### config.mk
export PLATFORM = sky130hd
export DESIGN_NAME = rx_deserializer
export DESIGN_NICKNAME = d
export VERILOG_FILES = /design/src/rtl/uart_rx_pkg.sv /design/src/rtl/rx_bit_timer.sv /design/src/rtl/rx_deserializer.sv
export SDC_FILE = /design/constraint.sdc
export NUM_CORES = 1
export LEC_CHECK = 0
export ABC_CLOCK_PERIOD_IN_PS = 1900
export CORE_MARGIN = 2
export CORE_UTILIZATION = 45
export DETAILED_ROUTE_END_ITERATION = 6
export GPL_ROUTABILITY_DRIVEN = 0
export PLACE_DENSITY = 0.71
export SLEW_MARGIN = 20
export SYNTH_ARGS = -nofsm -noshare
export SYNTH_HDL_FRONTEND = slang
export SYNTH_SLANG_ARGS = --single-unit
### constraint.sdc
create_clock -name clk -period 1.9 [get_ports clk]
set_clock_uncertainty 0.15 [all_clocks]
set_input_delay 0.475 -clock clk [delete_from_list [all_inputs] [get_ports clk]]
set_output_delay 0.475 -clock clk [all_outputs]
set_load 0.005 [all_outputs]
### src/rtl/uart_rx_pkg.sv
// Shared types and defaults for the UART receive path.
// Optional even-parity support is selected with the UART_RX_PARITY_EN macro.
package uart_rx_pkg;

    localparam int DEFAULT_CLKS_PER_BIT = 16;
    localparam int DEFAULT_DATA_BITS    = 8;

`ifdef UART_RX_PARITY_EN
    localparam int PARITY_BITS = 1;

    typedef enum logic [2:0] {
        ST_IDLE,
        ST_START,
        ST_DATA,
        ST_PARITY,
        ST_STOP
    } rx_state_t;
`else
    localparam int PARITY_BITS = 0;

    typedef enum logic [2:0] {
        ST_IDLE,
        ST_START,
        ST_DATA,
        ST_STOP
    } rx_state_t;
`endif

endpackage : uart_rx_pkg

### src/rtl/rx_bit_timer.sv
// Bit-period timer: first tick half a bit after arming, then one tick per full bit.
// Held cleared while run is low; the counter wraps to 0 on every sample tick.
module rx_bit_timer
    import uart_rx_pkg::*;
#(
    parameter int CLKS_PER_BIT = DEFAULT_CLKS_PER_BIT
) (
    input  logic clk,
    input  logic reset,
    input  logic run,
    output logic sample_tick
);

    localparam int CW = $clog2(CLKS_PER_BIT);
    localparam logic [CW-1:0] HALF_LAST = CW'(CLKS_PER_BIT / 2 - 1);
    localparam logic [CW-1:0] FULL_LAST = CW'(CLKS_PER_BIT - 1);

    logic [CW-1:0] r_count;
    logic          r_first;
    logic [CW-1:0] w_limit;

    // The first interval lands mid start bit; every later one spans a whole bit.
    assign w_limit     = r_first ? HALF_LAST : FULL_LAST;
    assign sample_tick = run && (r_count == w_limit);

    // NOTE: sequential state uses non-blocking assignments so every register
    // samples pre-edge values regardless of block ordering.
    always_ff @(posedge clk) begin
        if (reset || !run) begin
            r_count <= '0;
            r_first <= 1'b1;
        end else if (sample_tick) begin
            r_count <= '0;
            r_first <= 1'b0;
        end else begin
            r_count <= r_count + CW'(1);
        end
    end

endmodule : rx_bit_timer

### src/rtl/rx_deserializer.sv
// UART receive deserializer: start/data/stop framing with optional even parity
// (UART_RX_PARITY_EN), one-cycle valid/error pulses and a busy flag.
module rx_deserializer
    import uart_rx_pkg::*;
#(
    parameter int CLKS_PER_BIT = DEFAULT_CLKS_PER_BIT,
    parameter int DATA_BITS    = DEFAULT_DATA_BITS
) (
    input  logic                 clk,
    input  logic                 reset,
    input  logic                 serial_in,
    input  logic                 start_detected,
    output logic [DATA_BITS-1:0] data_out,
    output logic                 data_valid,
    output logic                 framing_error,
    output logic                 parity_error,
    output logic                 busy
);

    localparam int BCW = $clog2(DATA_BITS + 3);
    localparam logic [BCW-1:0] LAST_DATA_CNT = BCW'(DATA_BITS);

`ifdef UART_RX_PARITY_EN
    localparam rx_state_t ST_AFTER_DATA = ST_PARITY;
`else
    localparam rx_state_t ST_AFTER_DATA = ST_STOP;
`endif

    rx_state_t            r_state;
    rx_state_t            w_next_state;
    logic [BCW-1:0]       r_bit_cnt;
    logic [DATA_BITS-1:0] r_shift;
    logic [DATA_BITS-1:0] r_data_out;
    logic                 r_valid;
    logic                 r_ferr;
    logic                 w_sample_tick;
    logic                 w_shift_en;
    logic                 w_frame_end;
    logic                 w_parity_bad;

    rx_bit_timer #(
        .CLKS_PER_BIT(CLKS_PER_BIT)
    ) u_bit_timer (
        .clk        (clk),
        .reset      (reset),
        .run        (r_state != ST_IDLE),
        .sample_tick(w_sample_tick)
    );

`ifdef UART_RX_PARITY_EN
    logic r_par_bit;
    logic r_perr;
    logic w_par_capture;

    // Even parity: data bits XOR parity bit must come out 0.
    assign w_parity_bad = (^r_shift) ^ r_par_bit;
    assign parity_error = r_perr;
`else
    assign w_parity_bad = 1'b0;
    assign parity_error = 1'b0;
`endif

    // NOTE: every combinational output gets a default before the case so no
    // path leaves a signal unassigned and infers a latch.
    always_comb begin
        w_next_state = r_state;
        w_shift_en   = 1'b0;
        w_frame_end  = 1'b0;
`ifdef UART_RX_PARITY_EN
        w_par_capture = 1'b0;
`endif
        case (r_state)
            ST_IDLE: begin
                if (start_detected) w_next_state = ST_START;
            end
            ST_START: begin
                if (w_sample_tick) w_next_state = serial_in ? ST_IDLE : ST_DATA;
            end
            ST_DATA: begin
                if (w_sample_tick) begin
                    w_shift_en = 1'b1;
                    if (r_bit_cnt == LAST_DATA_CNT) w_next_state = ST_AFTER_DATA;
                end
            end
`ifdef UART_RX_PARITY_EN
            ST_PARITY: begin
                if (w_sample_tick) begin
                    w_par_capture = 1'b1;
                    w_next_state  = ST_STOP;
                end
            end
`endif
            ST_STOP: begin
                if (w_sample_tick) begin
                    w_frame_end  = 1'b1;
                    w_next_state = ST_IDLE;
                end
            end
            default: w_next_state = ST_IDLE;
        endcase
    end

    always_ff @(posedge clk) begin
        if (reset) begin
            r_state   <= ST_IDLE;
            r_bit_cnt <= '0;
        end else begin
            r_state <= w_next_state;
            // Cleared on the way back to IDLE so it never passes DATA_BITS+2.
            if (w_next_state == ST_IDLE) begin
                r_bit_cnt <= '0;
            end else if (w_sample_tick) begin
                r_bit_cnt <= r_bit_cnt + BCW'(1);
            end
        end
    end

    always_ff @(posedge clk) begin
        if (reset) begin
            r_shift    <= '0;
            r_data_out <= '0;
            r_valid    <= 1'b0;
            r_ferr     <= 1'b0;
        end else begin
            r_valid <= 1'b0;
            r_ferr  <= 1'b0;
            if (w_shift_en) begin
                r_shift <= {serial_in, r_shift[DATA_BITS-1:1]};
            end
            if (w_frame_end) begin
                r_data_out <= r_shift;
                r_ferr     <= !serial_in;
                r_valid    <= serial_in && !w_parity_bad;
            end
        end
    end

`ifdef UART_RX_PARITY_EN
    always_ff @(posedge clk) begin
        if (reset) begin
            r_par_bit <= 1'b0;
            r_perr    <= 1'b0;
        end else begin
            r_perr <= w_frame_end && w_parity_bad;
            if (w_par_capture) r_par_bit <= serial_in;
        end
    end
`endif

    assign data_out      = r_data_out;
    assign data_valid    = r_valid;
    assign framing_error = r_ferr;
    assign busy          = (r_state != ST_IDLE);

endmodule : rx_deserializer

### After elaboration in Yosys (flattened, before gate mapping)

Cells that the tools add are included.
W data, S select, Z words.

* input bits: 4
* output and inout port bits: 12
* word-level logic and storage cells: 37
* flip-flop bits (word level): 30

* bitwise logic cells: 1
* eq/ne operators: 5
* reduce and logical (&&, ||, !) cells: 10
* muxes and demuxes: 11
* add/sub/neg operators: 2

Operator list (count)
* $mux W3: 5
* $pmux W3 S4: 1
* $add A4 B1 Y4 const B: 2
* $eq A3 B2 Y1 const B: 2
* $logic_not A3 Y1: 2
* $reduce_or A2 Y1: 3
* $eq A4 B4 Y1: 1
* $eq A4 B4 Y1 const B: 1
* $mux W4: 1
* $eq A3 B1 Y1 const B: 1
* $mux W1: 3
* $reduce_bool A3 Y1: 1
* $logic_not A1 Y1: 2
* $mux W2: 1
* $logic_and A1 B1 Y1: 1
* $logic_or A1 B1 Y1: 1
* $not A1 Y1: 1

### Longest topological paths before layout

Gate-level depths: netlist of run 1.

* depth in word-level cells: 7
* gate-level depth with buffers: 6
* depth with buffers taken out: 6

### Modules after synthesis

From an unflattened synthesis of run 1, not the netlist that was laid out.

* cell total of the unflattened synthesis: 138
* area, all modules: 1201.2 µm²

By module, submodules not included
* rx_deserializer: cells an instance 117, times used 1, area an instance 994.7 µm², seq. area each 500.5 µm²
* rx_bit_timer: cells an instance 21, times used 1, area an instance 206.4 µm², seq. area each 100.1 µm²

### Worst setup path after synthesis of run 1

No wires, ideal clock.

* path type: register to register
* start: reg u_bit_timer.r_count[0]
* end: reg r_shift[0]
* cell stages (with the launch flop): 7
* period minus slack after synthesis: 1.773 ns
* path slack: 0.127 ns
* setup time: 0.128 ns
* data arrival time: 1.495 ns
* data required time: 1.622 ns
* path buffers: 1
* path through: dfxtp_1 > ha_1 > nand2_1 > or4_1 > buf_6 > mux2i_1 > nor2_1

* longest elaborated chain between the ends: 4

RTL lines
* start: declaration: RTL line rx_bit_timer.sv:18 `logic [CW-1:0] r_count;`
* start signal: assignment: RTL line rx_bit_timer.sv:36 `r_count <= r_count + CW'(1);`
* $eq A4 B4 Y1: RTL line rx_bit_timer.sv:24 `assign sample_tick = run && (r_count == w_limit);`
* $logic_and A1 B1 Y1: RTL line rx_bit_timer.sv:24
* $mux W1: RTL line rx_deserializer.sv:80 `if (w_sample_tick) begin`
* $mux W1: RTL line rx_deserializer.sv:72 `case (r_state)`
* end signal: assignment: RTL line rx_deserializer.sv:128 `r_shift <= {serial_in, r_shift[DATA_BITS-1:1]};`
* end: declaration: RTL line rx_deserializer.sv:32 `logic [DATA_BITS-1:0] r_shift;`

No other way between the ends.
A chain may end at the register's enable or synchronous reset.

### Worst setup path after layout of run 1

* start: reg r_data_out[7] (netlist: data_out[7])
* end: out data_out[7]

RTL lines
* start: declaration: RTL line rx_deserializer.sv:33 `logic [DATA_BITS-1:0] r_data_out;`
* start signal: assignment: RTL line rx_deserializer.sv:131 `r_data_out <= r_shift;`
* end: declaration: RTL line rx_deserializer.sv:13 `output logic [DATA_BITS-1:0] data_out,`

No word-level cell between the ends.

==> out/qor.csv, run 1 <==
stage,metric,value,unit
global_route,antenna_found_initial,0,
pwr,max-vdd-ir-drop,0.643,mV
drt,vias,870,
worst_setup_path,cp_max_fo,2,
worst_setup_path,cp_top_family,buffers and inverters,
worst_setup_path,crit_type,reg -> out,
worst_setup_path,critPathCaptureType,output port,
global_route,grt_pass1_vias,824,
timing,setup_violations,0,
worst_setup_path,critPathArrivalTime,1.18,ns
layout,final_common_cell,dfxtp_1,
global_route,grt_overflow,0,
synth,yosysSeqAreaShare,48.9,%
hold_path,worst_hold_path_type,reg -> reg,
floorplanning,rows,18,
synth,synth_cells,117,
synth,synth.avg_cell_area,10.5,µm²
drt,drtIter0Drc,10,
layout,mostFrequentLayoutCells,"dfxtp_1 (25), nor2_1 (22), mux2i_1 (18)",
drt,detail-route-antenna-nets,0,
placement,hpwlAfterDp,1.50,mm
timing,worst_slack,0.0992,ns
timing,final_max_slew_viol_count,0,
worst_setup_path,path_buf_inv,1,
clock_network,cts_tree,done,
clock_network,cts_buffer_depth,2,
clock_network,root_buffer,clkbuf_4,
floorplanning,die_area,0.00316,mm²
floorplanning,start_util,48.7,%
synth,synth_edf_count,0,
clock_network,post-cts-setup-buffer-count,0,
layout,final_core_util,61.8,%
worst_setup_path,path_cells,clkdlybuf4s50_1,
synth,synth.area.top_cells,"dfxtp_1 (49%), mux2i_1 (15%), nor2_1 (6.7%)",
timing,post-route-period-util,94.8,%
timing,hold_viol,0,
drt,route.detailed.drc,0,
layout,nets,148,
floorplanning,die_height,56.3,µm
drt,wirelength,2.18,mm
timing,period_minus_slack,1.80,ns
synth,synth_cell_types,30,
timing,fmax,0.555,GHz
pwr,power_density,697,mW/mm²
placement,port_buffers,14,
clock_network,htree_num_levels,2,
layout,layout-drive-gt1-share,21.8,%
timing,finalSetupTns,0,ns
floorplanning,io_pins,16,
clock_network,cts.clk_slew.worst_paths,0.09,ns
layout,n_antenna_cell,0,
worst_setup_path,cp-start-kind,flip-flop,
floorplanning,core,0.00252,mm²
drt,vias_per_cell,5.06,
clock_network,clk_latency,0.32,ns
synth,ys.flop_type,dfxtp_1,
floorplanning,die_w,56.3,µm
clock_network,clock_sinks,30,
worst_setup_path,cp.required,1.27,ns
drt,drtPass1Iterations,4,
synth,syn_area,0.00123,mm²
global_route,grt_pass1_wl,3.67,mm
placement,dp_cells,164,
synth,synthArstFlopShare,0,%
layout,syn2layout_area_growth,26.8,%
pwr,p_leak,0.598,nW
clock_network,numCtsBuffers,5,
synth,synth_top_area_share,48.9,%
global_route,grt_max_degree,17,
worst_setup_path,crit_slowest_cell,clkdlybuf4s50_1,
global_route,grt_use_total,15.3,%
drt,avgRoutedWirePerCell,12.7,µm
worst_setup_path,max_stage_delay,0.50,ns
job,drv_cap,0,
synth,synth_top_cell_by_area,dfxtp_1,
layout,final_cells,172,
layout,final.fill_count,223,
placement,post-place-ws,0.0596,ns
run_status,status,"complete, no violations",
timing,rsz0062_at_grt,no,
synth,ys_warn_count,0,
synth,ys_ff_latch,30,
## repair_timing
action	4_1_cts	5_1_grt
hold buffers	0	0
pin swaps	1	3
resized for setup	6	8
endpoints found under the setup margin	1	9
## synthesized netlist by cell type (all sizes together), types with 2 or more instances
cell type	number
nand2	4
inv	3
clkbuf	3
nor3	6
nor4	2
buf	3
a2111oi	4
xnor2	5
ha	3
nor2	22
nand3	3
dfxtp	30
mux2i	18
## cell families after synthesis
logic type | count (synthesis) | synth area share, %
buffers and inverters | 9 | 3.77
AOI/OAI and AO/OA | 5 | 4.89
muxes | 18 | 14.7
DFF | 30 | 48.9
other | 1 | 0.305
xor gates and xnor gates | 6 | 4.89
and+or+nand+nor | 45 | 19.6
adders and majority gates | 3 | 3.06
## metrics by stage
stage               total power, W  cell area [µm²]  hold WS [ns]
floorplan                 0.000677             1230         0.267
global placement          0.000697             1440         0.279
detailed placement        0.000698             1440         0.286
CTS                        0.00110             1510         0.305
global route               0.00114             1560         0.294
finish                     0.00109             1560         0.273
## layer usage
layer  share of wire [%]  up-vias  GRT usage, %
li1                    -      451             -
met1                  49      401          18.6
met2                  45       14          23.4
met3                 4.5        4          6.68
met4                 1.2        0          7.14
met5                   0        -             0
## layout make-up
cell class	instances	area, µm²	share of cell area (%)
clock buffers	6	51.3	3.29
flip-flops and latches	30	609	39.1
multi-input cells	79	637	40.9
clock inverters	2	12.5	0.803
well taps	30	37.5	2.41
inverters	3	11.3	0.723
repair buffers	22	199	12.8
## sequential cells by signal, indices dropped and copies added (netlist names)
register,flops
data_out,8
r_shift,8
r_bit_cnt,4
u_bit_timer.r_count,4
r_state,3
data_valid,1
framing_error,1
u_bit_timer.r_first,1
## path summary, 6_finish.rpt
path | start | to | slack [ns] | cells after the start
worst min register to register | u_bit_timer.r_count[0] | u_bit_timer.r_count[0] | 0.27 | 1
worst max register to register | u_bit_timer.r_first | r_shift[3] | 0.11 | 5
worst min-delay path | u_bit_timer.r_count[0] | u_bit_timer.r_count[0] | 0.27 | 1
worst max-delay path | data_out[7] | data_out[7] | 0.1 | 1
## where the power goes
group,switching (W),internal (W)
Clock,0.000219,0.000178
Sequential,0.00000634,0.000633
Combinational,0.0000262,0.0000232
Total,0.000251,0.000834
(Power assumes the default switching activity.)
==> run 2, diff against run 1 <==
HOLD_SLACK_MARGIN = 0.08   (was default)
==> results of run 2 <==
Same layout as run 1: the final DEF is identical, and so are final timing and power.
==> run 3, diff against run 2 <==
CTS_CLUSTER_SIZE = 14   (was default)
==> results of run 3 <==
Same layout as run 1: the final DEF is identical, and so are final timing and power.
